## src/rtl/imm_pkg.sv

```systemverilog
// imm_pkg: format selects, per-format field masks and defaults for imm_packer
package imm_pkg;

    localparam logic [2:0] SEL_I = 3'd0;
    localparam logic [2:0] SEL_S = 3'd1;
    localparam logic [2:0] SEL_B = 3'd2;
    localparam logic [2:0] SEL_J = 3'd3;
    localparam logic [2:0] SEL_U = 3'd4;

    localparam logic [31:0] MASK_I = 32'hFFF0_0000;
    localparam logic [31:0] MASK_S = 32'hFE00_0F80;
    localparam logic [31:0] MASK_B = 32'hFE00_0F80;
    localparam logic [31:0] MASK_J = 32'hFFFF_F000;
    localparam logic [31:0] MASK_U = 32'hFFFF_F000;

    localparam int ERRW_DEF = 16;

    // Illegal selects get an empty mask so the base word passes through untouched.
    function automatic logic [31:0] sel_mask(input logic [2:0] sel);
        return (sel == SEL_I) ? MASK_I :
               (sel == SEL_S) ? MASK_S :
               (sel == SEL_B) ? MASK_B :
               (sel == SEL_J) ? MASK_J :
               (sel == SEL_U) ? MASK_U : 32'h0;
    endfunction

endpackage

```

## src/rtl/imm_scatter.sv

```systemverilog
// imm_scatter: places an immediate into its format's instruction bits and flags
// illegal selects; with IMM_RANGE_CHECK_EN it also flags unrepresentable immediates.
module imm_scatter
    import imm_pkg::*;
(
    input  logic [2:0]  i_sel,
    input  logic [31:0] i_imm,
    input  logic [31:0] i_base,
    output logic [31:0] o_instr,
    output logic        o_err
);

    logic [31:0] w_field;
    logic        w_illegal;
    logic        w_range_err;

    // Per-format bit placement; immediate bits with no home are dropped.
    always_comb begin
        w_field   = '0;
        w_illegal = 1'b0;
        case (i_sel)
            SEL_I:   w_field = {i_imm[11:0], 20'b0};
            SEL_S:   w_field = {i_imm[11:5], 13'b0, i_imm[4:0], 7'b0};
            SEL_B:   w_field = {i_imm[12], i_imm[10:5], 13'b0, i_imm[4:1], i_imm[11], 7'b0};
            SEL_J:   w_field = {i_imm[20], i_imm[10:1], i_imm[11], i_imm[19:12], 12'b0};
            SEL_U:   w_field = {i_imm[31:12], 12'b0};
            default: w_illegal = 1'b1;
        endcase
    end

`ifdef IMM_RANGE_CHECK_EN
    // A value fits when all bits above the format's sign bit repeat it.
    always_comb begin
        w_range_err = 1'b0;
        case (i_sel)
            SEL_I, SEL_S: w_range_err = ~(&i_imm[31:11] | ~|i_imm[31:11]);
            SEL_B:        w_range_err = ~(&i_imm[31:12] | ~|i_imm[31:12]) | i_imm[0];
            SEL_J:        w_range_err = ~(&i_imm[31:20] | ~|i_imm[31:20]) | i_imm[0];
            SEL_U:        w_range_err = |i_imm[11:0];
            default:      w_range_err = 1'b0;
        endcase
    end
`else
    assign w_range_err = 1'b0;
`endif

    assign o_instr = (i_base & ~sel_mask(i_sel)) | w_field;
    assign o_err   = w_illegal | w_range_err;

endmodule

```

## src/rtl/imm_packer.sv

```systemverilog
// imm_packer: packs immediates into base instruction words and emits them through a
// 2-entry valid/ready buffer; optional range checking via IMM_RANGE_CHECK_EN.
module imm_packer
    import imm_pkg::*;
#(
    parameter int WIDTH = 32,
    parameter int ERRW  = ERRW_DEF
) (
    input  logic             clk,
    input  logic             rst_n,
    input  logic             in_valid,
    output logic             in_ready,
    input  logic [WIDTH-1:0] in_base,
    input  logic [WIDTH-1:0] in_imm,
    input  logic [2:0]       in_sel,
    output logic             out_valid,
    input  logic             out_ready,
    output logic [WIDTH-1:0] out_instr,
    output logic             out_err,
    output logic [ERRW-1:0]  err_count
);

    logic [WIDTH-1:0] r_head_instr;
    logic [WIDTH-1:0] r_tail_instr;
    logic             r_head_err;
    logic             r_tail_err;
    logic [1:0]       r_occ;
    logic [ERRW-1:0]  r_err_count;
    logic [WIDTH-1:0] w_instr;
    logic             w_err;
    logic             w_push;
    logic             w_pop;

    imm_scatter u_scatter (
        .i_sel   (in_sel),
        .i_imm   (in_imm),
        .i_base  (in_base),
        .o_instr (w_instr),
        .o_err   (w_err)
    );

    assign in_ready  = (r_occ != 2'd2);
    assign out_valid = (r_occ != 2'd0);
    assign w_push    = in_valid & in_ready;
    assign w_pop     = out_valid & out_ready;
    assign out_instr = r_head_instr;
    assign out_err   = r_head_err;
    assign err_count = r_err_count;

    // Occupancy: a push and a pop on the same edge cancel out.
    always_ff @(posedge clk or negedge rst_n) begin
        if (!rst_n) begin
            r_occ <= 2'd0;
        end else begin
            r_occ <= r_occ + {1'b0, w_push} - {1'b0, w_pop};
        end
    end

    // Head takes the new word when the buffer is or becomes empty, else promotes the tail.
    always_ff @(posedge clk or negedge rst_n) begin
        if (!rst_n) begin
            r_head_instr <= '0;
            r_head_err   <= 1'b0;
        end else if (w_push && (r_occ == 2'd0 || (r_occ == 2'd1 && w_pop))) begin
            r_head_instr <= w_instr;
            r_head_err   <= w_err;
        end else if (w_pop && r_occ == 2'd2) begin
            r_head_instr <= r_tail_instr;
            r_head_err   <= r_tail_err;
        end
    end

    // Tail fills only when a word arrives behind a head that is staying.
    always_ff @(posedge clk or negedge rst_n) begin
        if (!rst_n) begin
            r_tail_instr <= '0;
            r_tail_err   <= 1'b0;
        end else if (w_push && r_occ == 2'd1 && !w_pop) begin
            r_tail_instr <= w_instr;
            r_tail_err   <= w_err;
        end
    end

    // Saturating count of accepted words carrying the error flag.
    always_ff @(posedge clk or negedge rst_n) begin
        if (!rst_n) begin
            r_err_count <= '0;
        end else if (w_push && w_err && !(&r_err_count)) begin
            r_err_count <= r_err_count + 1'b1;
        end
    end

endmodule

```

## config.mk

```make
export PLATFORM = sky130hd
export DESIGN_NAME = imm_packer
export DESIGN_NICKNAME = d
export VERILOG_FILES = /design/src/rtl/imm_pkg.sv /design/src/rtl/imm_scatter.sv /design/src/rtl/imm_packer.sv
export SDC_FILE = /design/constraint.sdc
export NUM_CORES = 1
export LEC_CHECK = 0
export CAP_MARGIN = 15
export CORE_MARGIN = 1.5
export CORE_UTILIZATION = 45
export DETAILED_ROUTE_END_ITERATION = 10
export PLACE_DENSITY = 0.87
export SYNTH_ARGS = -nofsm -noshare
export SYNTH_HDL_FRONTEND = slang
export SYNTH_SLANG_ARGS = --single-unit
```

## constraint.sdc

```tcl
create_clock -name clk -period 2.4 [get_ports clk]
set_clock_uncertainty 0.2 [all_clocks]
set_input_delay 0.24 -clock clk [delete_from_list [all_inputs] [get_ports clk]]
set_output_delay 0.24 -clock clk [all_outputs]
set_load 0.01 [all_outputs]
```

# Yosys cells after proc, flatten, opt, wreduce, memory -nomap -nowiden
# Index checks and enable logic that the tools add are counted.
[classes]
addsub = 3
eq_ne = 7
muxes = 11
bitwise = 5
reduce_logical = 16
[op_table]
columns = ["cell", "count"]
rows = [
  ["2-to-1 mux 32 bit", 7],
  ["one-hot mux 32 bit (5 select lines)", 1],
  ["bitwise AND 32 bit", 1],
  ["inverter 32 bit", 1],
  ["bitwise OR 32 bit", 1],
  ["adder 16 x 1 -> 16 bit, second input constant", 1],
  ["AND reduction 16 bit", 1],
  ["logical AND 1 bit", 7],
  ["== test 3 x 2 -> 1 bit, second input constant", 2],
  ["OR reduction 5 bit", 1],
  ["nonzero test 2 bit", 2],
  ["== test 3 x 1 -> 1 bit, second input constant", 1],
  ["== test 3 bit, second input constant", 1],
  ["logical NOT 3 bit", 1],
  ["2-to-1 mux 1 bit", 3],
  ["adder 2 x 1 -> 2 bit", 1],
  ["bitwise AND 1 bit", 2],
  ["== test 2 x 1 -> 1 bit, second input constant", 1],
  ["== test 2 bit, second input constant", 1],
  ["logical NOT 1 bit", 2],
  ["logical NOT 2 bit", 1],
  ["!= test 2 bit, second input constant", 1],
  ["subtractor 2 x 1 -> 2 bit", 1],
  ["logical OR 1 bit", 1],
]
[word_totals]
reg_bits = 84
input_bits = 71
out_inout_bits = 51
wordCells = 48

# Logic depth before layout (Yosys ltp)
[logic_depth]
word_depth = 10
ltp_mapped = 8
depth_no_buf = 8

# Modules after synthesis
# From an unflattened synthesis, not the netlist that was laid out.
[unflattened]
hier_cells = 405
area_unflattened_um2 = 4541.9
[modules_own_cells]
columns = ["mod", "instances", "cells_per_inst", "area_per_inst_um2", "seq_area_each_um2"]
rows = [
  ["imm_packer", 1, 303, 3768.6, 2102.0],
  ["imm_scatter", 1, 102, 773.2, 0.0],
]

# Worst setup path before layout
# OpenSTA, ideal clock, no wires.
[synth_path]
kind = "register -> register"
startpoint = "register r_occ[1]"
endpoint = "register r_occ[1]"
setup_time_ns = 0.124
arrival_time_ns = 1.608
required_time_ns = 2.076
setup_slack_ns = 0.468
path_stages_with_launch = 8
path_buffers = 0
period_less_slack_ns = 1.932
cell_sequence = "dfrtp_1 -> or2_2 -> and2_1 -> ha_1 -> inv_1 -> ha_1 -> xnor2_1 -> xnor2_1"
[synth_between]
elab_cells_between_ends = 6
cone_classes = "2 x add/sub; 1 x eq/ne; 2 x bitwise; 1 x reduce/logical"
[synth_rtl]
columns = ["item", "line", "text"]
rows = [
  ["from (decl)", "imm_packer.sv:27", "logic [1:0] r_occ;"],
  ["from (signal assigned)", "imm_packer.sv:55", "r_occ <= r_occ + {1'b0, w_push} - {1'b0, w_pop};"],
  ["nonzero test 2 bit", "imm_packer.sv:43", "assign out_valid = (r_occ != 2'd0);"],
  ["named net out_valid", "imm_packer.sv:16", "output logic out_valid,"],
  ["bitwise AND 1 bit", "imm_packer.sv:45", "assign w_pop = out_valid & out_ready;"],
  ["subtractor 2 x 1 -> 2 bit", "imm_packer.sv:55", ""],
]
# The timed path passes the listed nets, and every way through them passes these cells.
# A chain may end at the register's enable or synchronous reset.

# Worst setup path in the final report
[layout_path]
startpoint = "register r_occ[1]"
endpoint = "output port in_ready"
[layout_between]
elab_chain_cells = 1
[layout_lines]
columns = ["item", "line", "text"]
rows = [
  ["!= test 2 bit", "imm_packer.sv:42", "assign in_ready = (r_occ != 2'd2);"],
  ["to (decl)", "imm_packer.sv:12", "output logic in_ready,"],
]
# No other way between the ends.

==> results.sh <==
export IMPL_status="finished clean"
export IMPL_synth_area_um2=4300
export IMPL_drive_above_1_share_pct=8.24
export IMPL_slowest_delay_ns=0.49
export IMPL_dp_hpwl_um=7510
export IMPL_start_util_pct=46.5
export IMPL_ys_seq_area_share_pct=48.9
export IMPL_ir_worst_vdd_uv=569
export IMPL_track_usage_pct=20.6
export IMPL_drv_slew=0
export IMPL_required_ns=1.96
export IMPL_critPathSlowestCell="clkdlybuf4s50_1"
export IMPL_period_share_pct=91.4
export IMPL_die_area_um2=10100
export IMPL_grt_remaining_overflow=0
export IMPL_drt_iter0_markers=203
export IMPL_die_w_um=101
export IMPL_gp_congestion=0.852
export IMPL_synth_largest_area_cell="dfrtp_1"
export IMPL_clock_sinks=84
export IMPL_timing_rr_end="err_count[14]"
export IMPL_worst_slew_pin_slew_ns=0.558
export IMPL_start_kind="register"
export IMPL_io_buffers=121
export IMPL_boundaryPins=122
export IMPL_synth_avg_cell_area_um2=9.97
export IMPL_hold_viol=0
export IMPL_cts_tree="built"
export IMPL_cts_inserted_buffers=9
export IMPL_clockBufferDepth=2
export IMPL_fp_coreArea_um2=9240
export IMPL_setup_violations_final=0
export IMPL_h_tree_depth=3
export IMPL_clock_fmax_mhz=456
export IMPL_grt_max_degree=55
export IMPL_critPathMaxFanout=6
export IMPL_clk_pin_slew_ns=0.09
export IMPL_cts_root_buf="clkbuf_8"
export IMPL_ant_nets=0
export IMPL_final_area_um2=5920
export IMPL_cts_hold_buf=1
export IMPL_fin_crit_ns=2.19
export IMPL_syn2layout_area_growth_pct=37.6
export IMPL_antenna_found_initial=0
export IMPL_slew_headroom_pct=62.8
export IMPL_vias=3609
export IMPL_rr_worst_depth=5
export IMPL_hp_class="primary input to asynchronous set/reset pin"
export IMPL_diodes=0
export IMPL_synth_top_area_share_pct=48.9
export IMPL_grt_pass1_wl_um=16700
export IMPL_final_nets=627
export IMPL_drc_errors=0
export IMPL_synth_fp_nets=505
export IMPL_drtPass1Iterations=4
export IMPL_cp_cell_sequence="nor2b_1 > inv_1 > clkdlybuf4s50_1"
export IMPL_power_leakage_uw=0.00274
export IMPL_synth_seq_cells=84
export IMPL_rows=35
export IMPL_rsz0062_at_grt="false"
export IMPL_grt_pass1_vias=3635
export IMPL_p_per_area_nw_per_um2=946
export IMPL_drt_wl_total_um=10200
export IMPL_critical_path_class="register to output port"
export IMPL_endpoint_kind="output port"
export IMPL_crit_arrival_ns=1.75
export IMPL_avgViaCountPerCell=5.25
export IMPL_fp_dieH_um=101
export IMPL_placed_area_um2=5730
export IMPL_postCtsSetupBuffers=0
export IMPL_ys_types=44
export IMPL_synthCells=431
export IMPL_finalSetupTns_ns=0
export IMPL_cts_resized=0
export IMPL_r2r_start="err_count[0]"
export IMPL_cap_violations=0
export IMPL_clk_latency_ns=0.35
export IMPL_r2r_setup_slack_ns=0.35
export IMPL_yosys_warnings=0
export IMPL_synth_area_leaders="dfrtp_1, mux2i_1, nand2_1"
export IMPL_avgRoutedWirePerCell_um=14.9
[registers in the layout, indices dropped and copies added (netlist names)]
name          cells
out_instr        32
r_tail_instr     32
err_count        16
r_occ             2
out_err           1
r_tail_err        1
[placed cells by master (no fill, tap or decap), types with 6 or more instances in the layout]
| cell | synthesis | routed |
|---|---|---|
| a31oi_1 | 8 | 8 |
| buf_4 | 0 | 11 |
| clkbuf_8 | 0 | 9 |
| clkdlybuf4s50_1 | 0 | 120 |
| dfrtp_1 | 84 | 84 |
| inv_1 | 7 | 7 |
| mux2i_1 | 69 | 69 |
| nand2_1 | 85 | 84 |
| nand3_1 | 6 | 6 |
| nand4_1 | 8 | 8 |
| nor2_1 | 14 | 14 |
| nor2b_1 | 6 | 6 |
| o21ai_0 | 44 | 44 |
| or3b_2 | 7 | 7 |
| xnor2_1 | 8 | 8 |
| xor2_1 | 8 | 8 |
[through the flow]
step / cells / hold slack (ns) / setup slack (ns) / utilization [%] / total power, uW
floorplan: 431 / -0.256 / 0.468 / - / 3560
global placement: 670 / -0.000566 / 0.0101 / 62.0 / 4630
detailed placement: 670 / 0.00727 / -0.0964 / 62.0 / 4740
CTS: 687 / 0.174 / 0.170 / 64.0 / 5660
global route: 687 / 0.202 / 0.0737 / 64.0 / 6010
finish: 687 / 0.177 / 0.207 / 64.0 / 5600
[area by class of cell]
type,instances,area [um^2]
Inverter,7,26.3
Fill cell,739,3320
Clock inverter,6,47.5
Multi-Input combinational cell,315,2080
Tap cell,129,161
Clock buffer,10,128
Timing Repair Buffer,136,1370
Sequential cell,84,2100
[critical path: cells and delay by family, from the launching register on]
kind          cells  cell delay, ns
flops             1            0.44
buf+inv           2            0.60
simple gates      1            0.37
[worst max-delay path by stage]
stage / start / endpoint
finish: r_occ[1] / in_ready
detailed placement: in_sel[2] / out_instr[15]
floorplan: r_occ[1] / r_occ[1]
CTS: r_occ[1] / in_ready
global route: r_occ[1] / in_ready
global placement: in_sel[2] / r_tail_instr[18]
[synthesized netlist by cell type, drive strengths merged]
library cell and instances:
nand2 85, dfrtp 84, mux2i 69, o21ai 46
clkbuf 14, nor2 14, buf 11, a31oi 8
nand4 8, xnor2 8, xor2 8, inv 7
or3b 7, nand3 6, nor2b 6, nor3 5
nand2b 4, nand3b 4, nor3b 4, o311ai 4
a21oi 3, ha 3, mux2 3, a22oi 2
and3 2, a211o 1, a2bb2oi 1, and2 1
and3b 1, and4 1, and4bb 1, nor4 1
nor4b 1, o2111a 1, o211ai 1, o221ai 1
o22ai 1, o2bb2ai 1, or2 1, or3 1
or4b 1
[logic make-up after synthesis]
logic type,synth area share (%)
compound gates,9.55
flops,48.9
simple gates,17.6
buf+inv,2.97
mux,16.9
fa+ha+maj,0.873
xor+xnor,3.26
[layer usage]
layer  track usage, %  vias to the layer above  share of wire, %
met3             4.72                       17               4.7
met5                0                        -                 0
li1                 -                     1754                 -
met1             26.0                     1751                43
met4             6.93                        0               1.9
met2             34.8                       87                50
[power breakdown]
part | total [uW] | internal [uW] | switching [uW]
clock | 904 | 386 | 518
combinational | 2310 | 1270 | 1040
sequential | 2380 | 2010 | 371
(Power assumes the default switching activity.)
